==> src/rtl/tag_array_assoc.sv <==
// Set-associative tag store: registered lookup with hit way and replacement victim, plus invalidate sweep.
// Build option TAG_ARRAY_PLRU_EN selects tree pseudo-LRU; otherwise a global round-robin victim counter.
module tag_array_assoc #(
  parameter int TAG_W   = 12,
  parameter int INDEX_W = 7,
  parameter int WAYS    = 2,
  parameter int WAY_W   = (WAYS > 1) ? $clog2(WAYS) : 1
) (
  input  logic               clk,
  input  logic               nReset,
  input  logic               LookupEn,
  input  logic [INDEX_W-1:0] LookupIndex,
  input  logic [TAG_W-1:0]   LookupTag,
  output logic               Hit,
  output logic               Miss,
  output logic [WAY_W-1:0]   HitWay,
  output logic [WAY_W-1:0]   VictimWay,
  output logic               VictimDirty,
  output logic [TAG_W-1:0]   VictimTag,
  input  logic               FillEn,
  input  logic [INDEX_W-1:0] FillIndex,
  input  logic [WAY_W-1:0]   FillWay,
  input  logic [TAG_W-1:0]   FillTag,
  input  logic               FillDirty,
  input  logic               MarkDirty,
  input  logic               InvalidateAll,
  output logic               Busy
);
  localparam int SETS = 2 ** INDEX_W;

  typedef enum logic [1:0] {INIT, IDLE, SWEEP} state_t;
  state_t             state_reg, state_next;
  logic [INDEX_W-1:0] sweep_cnt_reg, sweep_cnt_next;
  logic               idle;

  logic               lookup_ok, fill_ok, mark_ok;
  logic               res_valid_reg;
  logic [INDEX_W-1:0] res_index_reg;
  logic [TAG_W-1:0]   res_tag_reg;
  logic [WAYS-1:0]    valid_rd_reg, dirty_rd_reg;
  logic [WAYS-1:0]    valid_mem [SETS];
  logic [WAYS-1:0]    dirty_mem [SETS];
  logic [TAG_W-1:0]   tag_rd [WAYS];
  logic [WAYS-1:0]    match;
  logic               hit_any, set_full;
  logic [WAY_W-1:0]   hit_way, free_way, victim_way;
  logic [WAYS-1:0]    fwd_dirty;

`ifdef TAG_ARRAY_PLRU_EN
  localparam int LRU_W  = (WAYS > 1) ? WAYS - 1 : 1;
  localparam int LEVELS = (WAYS > 1) ? WAY_W : 0;
  logic [LRU_W-1:0] lru_mem [SETS];
  logic [LRU_W-1:0] lru_rd_reg, fwd_lru;

  // Tree nodes are heap-ordered; a node bit names the subtree holding the next victim.
  function automatic logic [LRU_W-1:0] plru_touch(input logic [LRU_W-1:0] bits,
                                                   input logic [WAY_W-1:0] way);
    logic [LRU_W-1:0] t;
    int node;
    t    = bits;
    node = 0;
    for (int l = 0; l < LEVELS; l++) begin
      t[node] = ~way[LEVELS-1-l];
      node    = 2 * node + 1 + int'(way[LEVELS-1-l]);
    end
    return t;
  endfunction

  function automatic logic [WAY_W-1:0] plru_victim(input logic [LRU_W-1:0] bits);
    logic [WAY_W-1:0] v;
    int node;
    v    = '0;
    node = 0;
    for (int l = 0; l < LEVELS; l++) begin
      v[LEVELS-1-l] = bits[node];
      node          = 2 * node + 1 + int'(bits[node]);
    end
    return v;
  endfunction
`else
  logic [WAY_W-1:0] rr_reg;
`endif

  always_ff @(posedge clk or negedge nReset) begin
    if (!nReset) begin
      state_reg     <= INIT;
      sweep_cnt_reg <= '0;
    end else begin
      state_reg     <= state_next;
      sweep_cnt_reg <= sweep_cnt_next;
    end
  end

  always_comb begin
    state_next     = state_reg;
    sweep_cnt_next = sweep_cnt_reg;
    idle           = 1'b0;
    case (state_reg)
      IDLE: begin
        idle = 1'b1;
        if (InvalidateAll) begin
          state_next     = SWEEP;
          sweep_cnt_next = '0;
        end
      end
      INIT, SWEEP: begin
        sweep_cnt_next = sweep_cnt_reg + 1'b1;
        if (&sweep_cnt_reg) state_next = IDLE;
      end
      default: begin
        state_next     = INIT;
        sweep_cnt_next = '0;
      end
    endcase
  end

  // Busy must read 0 while reset is held yet 1 from the instant it is released.
  assign Busy      = nReset & ~idle;
  assign lookup_ok = idle & LookupEn & ~InvalidateAll;
  assign fill_ok   = idle & FillEn & ~InvalidateAll;
  assign mark_ok   = idle & MarkDirty & hit_any;

  for (genvar gi = 0; gi < WAYS; gi++) begin : g_way
    logic [TAG_W-1:0] tag_mem [SETS];
    logic [TAG_W-1:0] rd_reg;
    always_ff @(posedge clk) begin
      if (fill_ok && FillWay == WAY_W'(gi)) tag_mem[FillIndex] <= FillTag;
      if (lookup_ok) rd_reg <= tag_mem[LookupIndex];
    end
    assign tag_rd[gi] = rd_reg;
    assign match[gi]  = valid_rd_reg[gi] && (rd_reg == res_tag_reg);
  end

  always_ff @(posedge clk) begin
    if (!idle) begin
      valid_mem[sweep_cnt_reg] <= '0;
      dirty_mem[sweep_cnt_reg] <= '0;
`ifdef TAG_ARRAY_PLRU_EN
      lru_mem[sweep_cnt_reg]   <= '0;
`endif
    end else begin
      if (mark_ok) dirty_mem[res_index_reg][hit_way] <= 1'b1;
`ifdef TAG_ARRAY_PLRU_EN
      if (hit_any) lru_mem[res_index_reg] <= plru_touch(lru_mem[res_index_reg], hit_way);
`endif
      if (fill_ok) begin
        valid_mem[FillIndex][FillWay] <= 1'b1;
        dirty_mem[FillIndex][FillWay] <= FillDirty;
`ifdef TAG_ARRAY_PLRU_EN
        lru_mem[FillIndex]            <= plru_touch(lru_mem[FillIndex], FillWay);
`endif
      end
    end
  end

  // Forward this cycle's hit/MarkDirty updates into a back-to-back lookup of the same set.
  always_comb begin
    fwd_dirty = dirty_mem[LookupIndex];
`ifdef TAG_ARRAY_PLRU_EN
    fwd_lru   = lru_mem[LookupIndex];
`endif
    if (LookupIndex == res_index_reg) begin
      if (mark_ok) fwd_dirty[hit_way] = 1'b1;
`ifdef TAG_ARRAY_PLRU_EN
      if (hit_any) fwd_lru = plru_touch(fwd_lru, hit_way);
`endif
    end
  end

  always_ff @(posedge clk or negedge nReset) begin
    if (!nReset) begin
      res_valid_reg <= 1'b0;
      res_index_reg <= '0;
      res_tag_reg   <= '0;
      valid_rd_reg  <= '0;
      dirty_rd_reg  <= '0;
`ifdef TAG_ARRAY_PLRU_EN
      lru_rd_reg    <= '0;
`endif
    end else begin
      res_valid_reg <= lookup_ok;
      if (lookup_ok) begin
        res_index_reg <= LookupIndex;
        res_tag_reg   <= LookupTag;
        valid_rd_reg  <= valid_mem[LookupIndex];
        dirty_rd_reg  <= fwd_dirty;
`ifdef TAG_ARRAY_PLRU_EN
        lru_rd_reg    <= fwd_lru;
`endif
      end
    end
  end

  always_comb begin
    hit_way  = '0;
    free_way = '0;
    for (int w = WAYS - 1; w >= 0; w--) begin
      if (match[w]) hit_way = WAY_W'(w);
      if (!valid_rd_reg[w]) free_way = WAY_W'(w);
    end
    set_full = &valid_rd_reg;
    hit_any  = res_valid_reg & (|match);
`ifdef TAG_ARRAY_PLRU_EN
    victim_way = set_full ? plru_victim(lru_rd_reg) : free_way;
`else
    victim_way = set_full ? rr_reg : free_way;
`endif
  end

`ifndef TAG_ARRAY_PLRU_EN
  always_ff @(posedge clk or negedge nReset) begin
    if (!nReset) begin
      rr_reg <= '0;
    end else if (Miss && set_full) begin
      rr_reg <= (rr_reg == WAY_W'(WAYS - 1)) ? '0 : rr_reg + 1'b1;
    end
  end
`endif

  assign Hit         = hit_any;
  assign Miss        = res_valid_reg & ~(|match);
  assign HitWay      = hit_any ? hit_way : '0;
  assign VictimWay   = res_valid_reg ? victim_way : '0;
  assign VictimDirty = res_valid_reg & valid_rd_reg[victim_way] & dirty_rd_reg[victim_way];
  assign VictimTag   = res_valid_reg ? tag_rd[victim_way] : '0;

endmodule

==> config.mk <==
export PLATFORM = sky130hd
export DESIGN_NAME = tag_array_assoc
export DESIGN_NICKNAME = d
export VERILOG_FILES = /design/src/rtl/tag_array_assoc.sv
export SDC_FILE = /design/constraint.sdc
export NUM_CORES = 2
export LEC_CHECK = 0
export ABC_AREA = 0
export CAP_MARGIN = 20
export CORE_UTILIZATION = 45
export CTS_BUF_LIST = sky130_fd_sc_hd__clkbuf_4 sky130_fd_sc_hd__clkbuf_8
export CTS_CLUSTER_SIZE = 8
export DETAILED_ROUTE_END_ITERATION = 7
export DONT_BUFFER_PORTS = 1
export PLACE_DENSITY = 0.6
export SLEW_MARGIN = 0
export SYNTH_ARGS = -nofsm -noshare
export SYNTH_HDL_FRONTEND = slang
export SYNTH_SLANG_ARGS = --single-unit
export TNS_END_PERCENT = 10
==> constraint.sdc <==
create_clock -name clk -period 11.6 [get_ports clk]
set_input_delay 1.74 -clock clk [delete_from_list [all_inputs] [get_ports clk]]
set_output_delay 1.74 -clock clk [all_outputs]
set_load 0.02 [all_outputs]
==> metrics.md <==
| Metric | Value |
|---|---|
| Initial Util | `0.452` |
| Synth Area per Inst | `about 19 sq um` |
| Die Y | `approximately 580 microns` |
| Total gr overflow | `0` |
| Post-synth top area cell | `edfxtp_1` |
| Syn_nets | `between 8,000 and 9,000` |
| Max FFs per register | `about 3,100` |
| Leak | `about 0.052 uW` |
| Dpl cell area | `roughly 0.15 sq mm` |
| Initial antenna violation count | `15` |
| H-tree depth | `6` |
| Final Power | `around 28,000 uW` |
| Synthesized cell area | `0.148 sq mm` |
| Flop2flop setup slack | `between 6 and 7 ns` |
| Drt pass-1 iters | `7` |
| Nets | `around 8,300` |
| Max IR drop VDD | `between 0.0001 and 0.00015 V` |
| Clock slew at reported path FFs | `0.06 ns` |
| Setup TNS | `0 ns` |
| Final hold vios | `0` |
| Vias in the first global route | `around 80,000` |
| Top-count cell post-synth | `edfxtp_1` |
| Crit-path slowest cell | `and2_4` |
| Total setup buffers inserted after CTS | `0` |
| Worst R2R Start | `state_reg[0]` |
| Max Cap Viol | `0` |
| DR vias | `roughly 80,000` |
| Largest net degree at the start of global routing | `around 300` |
| Share of cells above drive strength 1 | `0.256` |
| Reg2Reg Depth | `8` |
| Largest reg by FF count | `g_way.tag_mem` |
| Startpoint Class | `input port` |
| Cell Chain, Critical Path | `buf_16, buf_16, buf_16, buf_16, and2_4, buf_4, a221oi_1, o22ai_1, nor2_1, o22ai_1, a22oi_1` |
| Quantity of gates resized following cts | `0` |
| Worst EP required | `between 10 and 15 ns` |
| # setup viols final | `0` |
| Top delay family on crit path | `buffers and inverters` |
| Synth Instances | `about 8,000` |
| Top flop regs | `g_way.tag_mem: 3072 flops, dirty_mem: 256 flops, valid_mem: 256 flops` |
| DRC viols | `0` |
| Sequential fraction of the synthesis area | `0.738` |
| Clk buf depth | `4` |
| Cell depth of the worst setup path | `11` |
| Pwr dens | `between 150 and 200 mW/mm^2` |
| Area contributors post-synth | `edfxtp_1 73%, mux4_2 13%, mux2i_1 3.1%` |
| Crit path largest cell delay | `0.97 ns` |
| Die X-Extent | `about 580 microns` |
| Setup crit end kind | `flop` |
| Hold_ws | `approximately 0.19 ns` |
| Unique masters post-synth | `73` |
| Tmin final | `approximately 6.9 ns` |
| Clk Latency, worst-skew pair | `1.25 ns` |
| Vias per cell | `just over 6` |
| Post-synth top cells | `3,608 x edfxtp_1, 835 x mux4_2, 791 x nor2_1` |
| Relative slew slack | `0.0737` |
| Post-route ant nets | `0` |
| Hold WC Path Type | `input port to asynchronous set/reset pin` |
| Worst R2R End | `dirty_mem[10][0]` |
| Die area | `between 0.3 and 0.4 sq mm` |
| Iteration-0 DRC Markers | `between 10,000 and 15,000` |
| Critical path class | `input port to flop` |
| Area Overhead vs Synth | `11.6%` |
| Prevailing post-synth register cell | `edfxtp_1` |
| RSZ-0062 raised after global routing | `no` |
| Total wire length | `426,000 microns` |
| Root buf cell | `clkbuf_8` |
| CTS tree | `done` |
| # clock sinks | `3,642` |
| IO Pins | `64` |
| First-pass GRT wire length | `between 600,000 and 700,000 microns` |
| Crit path DAT | `around 7.8 ns` |
| Seq cells post-synth | `between 3,000 and 4,000` |
| Critical-path maximum fanout | `187` |
| Final worst-path cycle share | `0.591` |
| Dpl ws | `between 3 and 4 ns` |
| Slew @ Worst Pin | `1.39 ns` |
| CP most frequent cell | `buf_16` |
| TritonCTS Buffers | `approximately 600` |
| Post-synth ARST share | `0.00934` |
| Syn. warnings | `0` |
| Routed len/inst | `between 30 and 40 microns` |
| Status | `completed` |
| Max Slew Vio Count | `0` |
| Post-synth EDFFs | `3,608` |
| Core area | `0.327 sq mm` |
| Worst path bufs/invs | `5` |
| Synth top area share | `0.732` |
| Dpl hpwl | `roughly 240,000 microns` |
| Final instance area | `about 0.17 sq mm` |
| GRT Util Overall | `0.254` |
| Fin Clk Skew | `about 0.11 ns` |
| Port Buf Inserts | `0` |
| Peak Freq | `between 0.1 and 0.15 GHz` |
| RePlAce Congestion | `~0.97` |
| Hold_buf cts | `0` |
| Final WS setup | `~4.7 ns` |
| # rows | `210` |
-- worst reg2reg max path: stages, from the launching register on --
cell     delay (ns)
dfrtp_1        0.63
nor2b_1        0.72
nand3_1        0.65
a21oi_4        0.29
buf_4          0.53
buf_4          0.69
mux2_2         0.63
nand2_2        0.40
o22ai_1        0.63
-- power by group --
group	total [uW]	switching (uW)	internal [uW]
clock	11000	5270	5740
sequential	14600	56.2	14500
combinational	2250	1580	661
total	27800	6910	20900
-- metal layers --
metal / up-vias / track usage / routed length [microns]
li1: 33100 / - / -
met1: 42700 / 0.349 / 168000
met2: 4289 / 0.389 / 196000
met3: 852 / 0.0587 / 40300
met4: 10 / 0.114 / 21100
met5: - / 0 / 66
-- logic make-up (layout without fill, tap and decap cells) --
logic type | after synthesis | in the layout | synth area share
adder cells (fa/ha/maj) | 1 | 1 | 0.0000846
flip-flops | 3642 | 3642 | 0.738
XOR/XNOR | 33 | 33 | 0.00195
other | 0 | 9 | 0
buffers and inverters | 586 | 1326 | 0.0180
AO/OA/AOI/OAI | 952 | 952 | 0.0421
multiplexers | 1338 | 1338 | 0.162
AND/OR/NAND/NOR | 1410 | 1410 | 0.0381
-- final cells by class --
type	count	area, sq um
antenna	9	22.5
sequential	3642	109000
inverter	14	60.1
clock buffer	829	10100
tap	4346	5440
multi-input combinational	3734	36400
fill	26400	162000
clock inverter	198	1450
timing repair buffer	285	2500
-- worst max path at each step --
stage / start / endpoint / slack [ns]
3_3_place_gp: LookupIndex[0] / g_way[0].rd_reg[6] / 3.85
3_5_place_dp: LookupIndex[0] / g_way[0].rd_reg[6] / 3.68
4_1_cts: LookupIndex[0] / g_way[0].rd_reg[6] / 4.95
2_1_floorplan: InvalidateAll / valid_mem[18][0] / 6.35
5_1_grt: LookupIndex[0] / g_way[0].rd_reg[6] / 4.56
6_report: LookupIndex[0] / g_way[0].rd_reg[6] / 4.75
-- stage by stage --
stage          instances   util
6_report           13100  0.505
5_1_grt            13100  0.505
4_1_cts            13000  0.504
3_5_place_dp       12000  0.469
3_3_place_gp       12000  0.469
2_1_floorplan       7962      -
-- placed cells by master, fill, tap and decap left out, types with 36 or more instances in the layout --
master,count
clkbuf_8,613
edfxtp_1,3608
nor2_2,100
buf_4,259
nand2_1,449
mux2i_1,460
nor2_1,694
nand3_1,36
a22oi_1,54
o21ai_0,287
o22ai_1,349
clkbuf_4,216
mux2_2,37
clkinv_1,116
a221oi_1,148
mux4_2,835
No activity file was read; power rests on OpenSTA's default activity.
